File: src/rtl/mem_port_arbiter_if.sv
`default_nettype none
// +----------------------------------------------------------------------+
// | mem_port_arbiter_if : processor fetch/load-store ports + memory port  |
// | Revision: 1.0                                                         |
// +----------------------------------------------------------------------+
interface mem_port_arbiter_if #(
  parameter int ADDR_W = 16,
  parameter int DATA_W = 32
);
  logic              IReq;
  logic [ADDR_W-1:0] IAddr;
  logic              IGnt;
  logic              IValid;
  logic [DATA_W-1:0] IData;

  logic              DReadEn;
  logic              DWriteEn;
  logic [ADDR_W-1:0] DAddr;
  logic [DATA_W-1:0] DWData;
  logic              DGnt;
  logic              DValid;
  logic [DATA_W-1:0] DRData;

  logic              Stall;

  logic [ADDR_W-1:0] MemAddr;
  logic              MemRead;
  logic              MemWrite;
  logic [DATA_W-1:0] MemWData;
  logic [DATA_W-1:0] MemRData;

  // Arbiter side
  modport slave (
    input  IReq, IAddr, DReadEn, DWriteEn, DAddr, DWData, MemRData,
    output IGnt, IValid, IData, DGnt, DValid, DRData, Stall,
           MemAddr, MemRead, MemWrite, MemWData
  );

  // Processor + memory side
  modport master (
    output IReq, IAddr, DReadEn, DWriteEn, DAddr, DWData, MemRData,
    input  IGnt, IValid, IData, DGnt, DValid, DRData, Stall,
           MemAddr, MemRead, MemWrite, MemWData
  );
endinterface
`default_nettype wire

File: src/rtl/mem_port_arbiter.sv
`default_nettype none
// +----------------------------------------------------------------------+
// | mem_port_arbiter : shares one single-ported memory between fetch and  |
// | load/store, data priority with a fetch starvation limit.              |
// | Revision: 1.0                                                         |
// +----------------------------------------------------------------------+
module mem_port_arbiter #(
  parameter int ADDR_W       = 16,
  parameter int DATA_W       = 32,
  parameter int STARVE_LIMIT = 4
) (
  input  wire logic         Clock,
  input  wire logic         nReset,
  mem_port_arbiter_if.slave bus
);
  typedef enum logic [1:0] {
    RSP_NONE  = 2'd0,
    RSP_INSTR = 2'd1,
    RSP_DATA  = 2'd2
  } rsp_owner_t;

  localparam logic [3:0] STARVE_MAX = 4'(STARVE_LIMIT);

  rsp_owner_t        rsp_owner;
  logic [3:0]        starve_cnt;
  logic [DATA_W-1:0] idata_hold;
  logic [DATA_W-1:0] drdata_hold;

  logic              d_req;
  logic              fetch_prio;
  logic              fetch_gnt;
  logic              data_gnt;
  logic              store_gnt;
  logic              ivalid;
  logic              dvalid;
  logic [ADDR_W-1:0] mem_addr;
  logic [DATA_W-1:0] mem_wdata;
  logic              mem_read;
  logic              mem_write;

  always_comb begin
    d_req      = bus.DReadEn | bus.DWriteEn;
    fetch_prio = bus.IReq & (starve_cnt == STARVE_MAX);
    data_gnt   = d_req & ~fetch_prio;
    fetch_gnt  = bus.IReq & ~data_gnt;
    store_gnt  = data_gnt & bus.DWriteEn;
  end

  // A combined read+write request is treated as a plain store.
  always_comb begin
    mem_addr  = '0;
    mem_wdata = '0;
    mem_read  = 1'b0;
    mem_write = 1'b0;
    if (fetch_gnt) begin
      mem_addr = bus.IAddr;
      mem_read = 1'b1;
    end else if (store_gnt) begin
      mem_addr  = bus.DAddr;
      mem_wdata = bus.DWData;
      mem_write = 1'b1;
    end else if (data_gnt) begin
      mem_addr = bus.DAddr;
      mem_read = 1'b1;
    end
  end

  assign ivalid = (rsp_owner == RSP_INSTR);
  assign dvalid = (rsp_owner == RSP_DATA);

  assign bus.IGnt     = fetch_gnt;
  assign bus.DGnt     = data_gnt;
  assign bus.Stall    = (bus.IReq & ~fetch_gnt) | (d_req & ~data_gnt);
  assign bus.MemAddr  = mem_addr;
  assign bus.MemRead  = mem_read;
  assign bus.MemWrite = mem_write;
  assign bus.MemWData = mem_wdata;
  assign bus.IValid   = ivalid;
  assign bus.DValid   = dvalid;
  assign bus.IData    = ivalid ? bus.MemRData : idata_hold;
  assign bus.DRData   = dvalid ? bus.MemRData : drdata_hold;

  always_ff @(posedge Clock or negedge nReset) begin
    if (!nReset) begin
      rsp_owner   <= RSP_NONE;
      starve_cnt  <= 4'd0;
      idata_hold  <= '0;
      drdata_hold <= '0;
    end else begin
      if (fetch_gnt) begin
        rsp_owner <= RSP_INSTR;
      end else if (data_gnt && !bus.DWriteEn) begin
        rsp_owner <= RSP_DATA;
      end else begin
        rsp_owner <= RSP_NONE;
      end

      if (bus.IReq && !fetch_gnt) begin
        if (starve_cnt != STARVE_MAX) begin
          starve_cnt <= starve_cnt + 4'd1;
        end
      end else begin
        starve_cnt <= 4'd0;
      end

      if (ivalid) begin
        idata_hold <= bus.MemRData;
      end
      if (dvalid) begin
        drdata_hold <= bus.MemRData;
      end
    end
  end
endmodule
`default_nettype wire

File: src/flat_wrapper.sv
// flat-port wrapper written by rule: the top's interface ports become plain ports
module mem_port_arbiter_flat 
#(
  parameter int ADDR_W       = 16,
  parameter int DATA_W       = 32,
  parameter int STARVE_LIMIT = 4
)
  (Clock, nReset, bus_IReq, bus_IAddr, bus_DReadEn, bus_DWriteEn, bus_DAddr, bus_DWData, bus_MemRData, bus_IGnt, bus_IValid, bus_IData, bus_DGnt, bus_DValid, bus_DRData, bus_Stall, bus_MemAddr, bus_MemRead, bus_MemWrite, bus_MemWData);
  mem_port_arbiter_if #(.ADDR_W(ADDR_W), .DATA_W(DATA_W)) bus_i ();
  input  wire logic Clock;
  input  wire logic nReset;
  input wire logic [$bits(bus_i.IReq)-1:0] bus_IReq;
  input wire logic [$bits(bus_i.IAddr)-1:0] bus_IAddr;
  input wire logic [$bits(bus_i.DReadEn)-1:0] bus_DReadEn;
  input wire logic [$bits(bus_i.DWriteEn)-1:0] bus_DWriteEn;
  input wire logic [$bits(bus_i.DAddr)-1:0] bus_DAddr;
  input wire logic [$bits(bus_i.DWData)-1:0] bus_DWData;
  input wire logic [$bits(bus_i.MemRData)-1:0] bus_MemRData;
  output wire logic [$bits(bus_i.IGnt)-1:0] bus_IGnt;
  output wire logic [$bits(bus_i.IValid)-1:0] bus_IValid;
  output wire logic [$bits(bus_i.IData)-1:0] bus_IData;
  output wire logic [$bits(bus_i.DGnt)-1:0] bus_DGnt;
  output wire logic [$bits(bus_i.DValid)-1:0] bus_DValid;
  output wire logic [$bits(bus_i.DRData)-1:0] bus_DRData;
  output wire logic [$bits(bus_i.Stall)-1:0] bus_Stall;
  output wire logic [$bits(bus_i.MemAddr)-1:0] bus_MemAddr;
  output wire logic [$bits(bus_i.MemRead)-1:0] bus_MemRead;
  output wire logic [$bits(bus_i.MemWrite)-1:0] bus_MemWrite;
  output wire logic [$bits(bus_i.MemWData)-1:0] bus_MemWData;
  assign bus_i.IReq = bus_IReq;
  assign bus_i.IAddr = bus_IAddr;
  assign bus_i.DReadEn = bus_DReadEn;
  assign bus_i.DWriteEn = bus_DWriteEn;
  assign bus_i.DAddr = bus_DAddr;
  assign bus_i.DWData = bus_DWData;
  assign bus_i.MemRData = bus_MemRData;
  assign bus_IGnt = bus_i.IGnt;
  assign bus_IValid = bus_i.IValid;
  assign bus_IData = bus_i.IData;
  assign bus_DGnt = bus_i.DGnt;
  assign bus_DValid = bus_i.DValid;
  assign bus_DRData = bus_i.DRData;
  assign bus_Stall = bus_i.Stall;
  assign bus_MemAddr = bus_i.MemAddr;
  assign bus_MemRead = bus_i.MemRead;
  assign bus_MemWrite = bus_i.MemWrite;
  assign bus_MemWData = bus_i.MemWData;
  mem_port_arbiter #(.ADDR_W(ADDR_W), .DATA_W(DATA_W), .STARVE_LIMIT(STARVE_LIMIT)) u_core (.Clock(Clock), .nReset(nReset), .bus(bus_i));
endmodule
File: config.mk
export PLATFORM = sky130hd
export DESIGN_NAME = mem_port_arbiter_flat
export DESIGN_NICKNAME = d
export VERILOG_FILES = /design/src/rtl/mem_port_arbiter_if.sv /design/src/rtl/mem_port_arbiter.sv /design/src/flat_wrapper.sv
export SDC_FILE = /design/constraint.sdc
export NUM_CORES = 1
export LEC_CHECK = 0
export BUFFER_PORTS_ARGS = -buffer_cell sky130_fd_sc_hd__buf_2
export CORE_MARGIN = 2
export CORE_UTILIZATION = 42
export DETAILED_ROUTE_END_ITERATION = 8
export PLACE_DENSITY = 0.81
export SYNTH_ARGS = -nofsm -noshare
export SYNTH_HDL_FRONTEND = slang
export SYNTH_SLANG_ARGS = --single-unit
File: constraint.sdc
create_clock -name Clock -period 1.8 [get_ports Clock]
set_clock_uncertainty 0.15 [all_clocks]
set_input_delay 0.09 -clock Clock [delete_from_list [all_inputs] [get_ports Clock]]
set_output_delay 0.09 -clock Clock [all_outputs]
set_load 0.03 [all_outputs]
==> metrics <==
status=complete, but fails checks; failing checks=setup timing; Crit path max-delay family=buffers and inverters; Critical Path Fanout Max=5; drt total wl=approximately 14000 µm; Post-DP Area=between 0.004 and 0.005 mm²; vias after detailed routing=roughly 3400; final hold viol count=0; Crit path largest cell delay=between 300 and 400 ps; pin count of the biggest net entering global routing=between 70 and 80; Nets=671; Post-synth ARST share=100%; number of synthesized register bits=70; RSZ-0062 raised after global routing=true; post-layout power=roughly 6600 µW; met3 Track Usage GR=under 10%; DR vias/cell=between 5 and 6; share of cells above drive strength 1=66.8%; die area=0.00839 mm²; YS warnings=0; clock-pin slew on the worst setup and hold paths=~70 ps; H-Tree Depth=3; Final Util=about nine tenths; Critical Path AT=roughly 1800 ps; most common cell after layout, fill and taps aside=buf_2; register area share after synthesis=about 54%; worst slew pin tran=about 370 ps; first-pass iteration count of the detailed router=4; WP buf/inv=3; internal power=4330 µW; HP Class=input pin to flip-flop; synth unique cells=20; Sequential Power Share=30.1%; fin crit period=around 2000 ps; ANT cells=0; hpwl dp=6960 µm; Post-synth EDFFs=0; IO Pins=between 200 and 250; crit share post-route=113%; CTS max path bufs=2; Synth Flop Type=dfrtp_1; Crit-path slowest cell=dfrtp_1; share of power burned in combinational logic=between 40% and 50%; sw frac=roughly 35%; CTS buffer count=9; fillcell total=slightly below 300; Slew headroom=about three quarters; vias in the first global route=approximately 3500; RePlAce Congestion=around 0.83; pre-CTS setup slack=between 6 and 7 ps; first-pass GRT wire length=20700 µm; CP Capture Type=output port; core area=about 0.0073 mm²; cell area after layout=0.00656 mm²; M2 GR Usage=a little over three fifths; Mapped Cells=between 200 and 300; pwr/cell area=slightly above 1000 mW/mm²; final max-slew violation count=0; syn avg cell area=between 10 and 15 µm²; WP data required=1560 ps; port buffer count=between 200 and 250; DRC=0; Final ANT Viol Nets=0; max-cap viol count=0; Leak=between 0.003 and 0.004 µW; TNS Setup=-18600 ps; P_sw=about 2300 µW; Peak Freq=493 MHz; most frequent cells in the layout=buf_2, buf_4, buf_6; CP cell instances=inv_2 > ha_4 > nand4b_4 > o21a_4 > buf_6 > mux2i_1 > buf_4; number of DRC markers in iteration 0=116; worst setup margin=-228 ps; Die X=just over 90 µm; CTS sink count=70; CTS root buf=clkbuf_8; gr busiest metal=met2; GRT overflow=0; Initial Utilization=a little over two fifths; Synth-to-Final Area Change=104%; Startpoint Class=flip-flop; WS Path Type=flip-flop to output port; Routed wire per std cell=21.6 µm; row count=31; die span in y=about 92 µm; antenna violations before repair=0; final setup fails=between 100 and 150; GRT met1 Usage=between 30% and 40%; worst skew pair latency=approximately 340 ps; clock network fraction of design power=a little under a quarter; gr usage total=approximately a third; TritonCTS clock tree=built; mapped cell area=between 0.003 and 0.004 mm²; syn_nets=359; Max VDD drop=around 500 µV
[path summary, 6_finish.rpt]
| path | slack (ps) | cells after the start | startpoint | endpoint |
|---|---|---|---|---|
| worst min-delay path | 120 | 3 | bus_IReq | u_core.starve_cnt[2] |
| worst max register to register | 60 | 7 | u_core.rsp_owner[1] | u_core.drdata_hold[19] |
| worst max-delay path | -230 | 7 | u_core.starve_cnt[1] | bus_MemAddr[4] |
| max in group asynchronous | 1020 | 3 | nReset | u_core.drdata_hold[22] |
| min in group asynchronous | 180 | 3 | nReset | u_core.idata_hold[13] |
| worst min register to register | 360 | 1 | u_core.idata_hold[15] | u_core.idata_hold[15] |
[logic make-up after synthesis]
group	Yosys count	share of synthesized area, %
multiplexers	81	27.6
XOR/XNOR	2	0.544
AND/OR/NAND/NOR	61	10.9
adder cells (fa/ha/maj)	2	0.776
AO/OA/AOI/OAI	1	0.272
flip-flops	70	54.3
buffers and inverters	39	5.55
[per-stage QoR]
step	cells	hold slack [ps]
floorplan	256	-356
global placement	565	-9.92
detailed placement	565	-9.86
CTS	652	105
global route	671	124
finish	671	118
[worst reg2reg max path, cell delays in order (launching register included)]
cell,delay [ps]
dfrtp_1,430
buf_6,140
nand2b_4,90
buf_12,120
buf_12,130
mux2_4,310
buf_4,140
buf_4,130
[synth_stat cells, types with 2 or more instances]
cell | instances | area (µm²)
ha_1 | 2 | 25.0
nor2b_1 | 2 | 12.5
and3_1 | 36 | 225
mux2i_1 | 17 | 170
dfrtp_1 | 70 | 1750
nand2_1 | 16 | 60.1
clkbuf_1 | 9 | 33.8
buf_6 | 2 | 22.5
nor2_1 | 3 | 11.3
buf_4 | 3 | 22.5
mux2_2 | 64 | 721
buf_2 | 5 | 25.0
inv_1 | 20 | 75.1
[cell type report]
cell class                      count  area, µm²  share of cell area (%)
Clock buffer                       10        138                    2.10
Clock inverter                      5        108                    1.64
Inverter                           20       75.1                    1.14
Multi-Input combinational cell    147       1640                    25.0
Sequential cell                    70       1750                    26.7
Tap cell                           99        124                    1.89
Timing Repair Buffer              320       2730                    41.6
[timing repair]
action,in CTS,in global routing
endpoints found under the hold margin,134,0
pin swaps,2,2
setup buffers,30,28
resized for setup,281,9
gates cloned,9,0
hold buffers,33,0
setup endpoints to repair,116,117
[sequential cells by signal (all words and copies together), names as in the netlist]
signal              cells
u_core.drdata_hold     32
u_core.idata_hold      32
u_core.starve_cnt       4
u_core.rsp_owner        2
[metal layers]
layer | vias to the layer above | wire, µm
met5 | - | 0
li1 | 1494 | -
met2 | 192 | 7980
met1 | 1663 | 5070
met3 | 38 | 921
met4 | 0 | 488
[power by group through the flow]
stage | combinational [µW] | clock, µW | sequential, µW
CTS | 2810 | 1550 | 1950
floorplan | 1300 | 0 | 1930
global route | 3140 | 1650 | 2000
detailed placement | 1880 | 0 | 1960
global placement | 1850 | 0 | 1940
finish | 3040 | 1590 | 1990
Note: power is estimated with default switching activity, not from simulation.
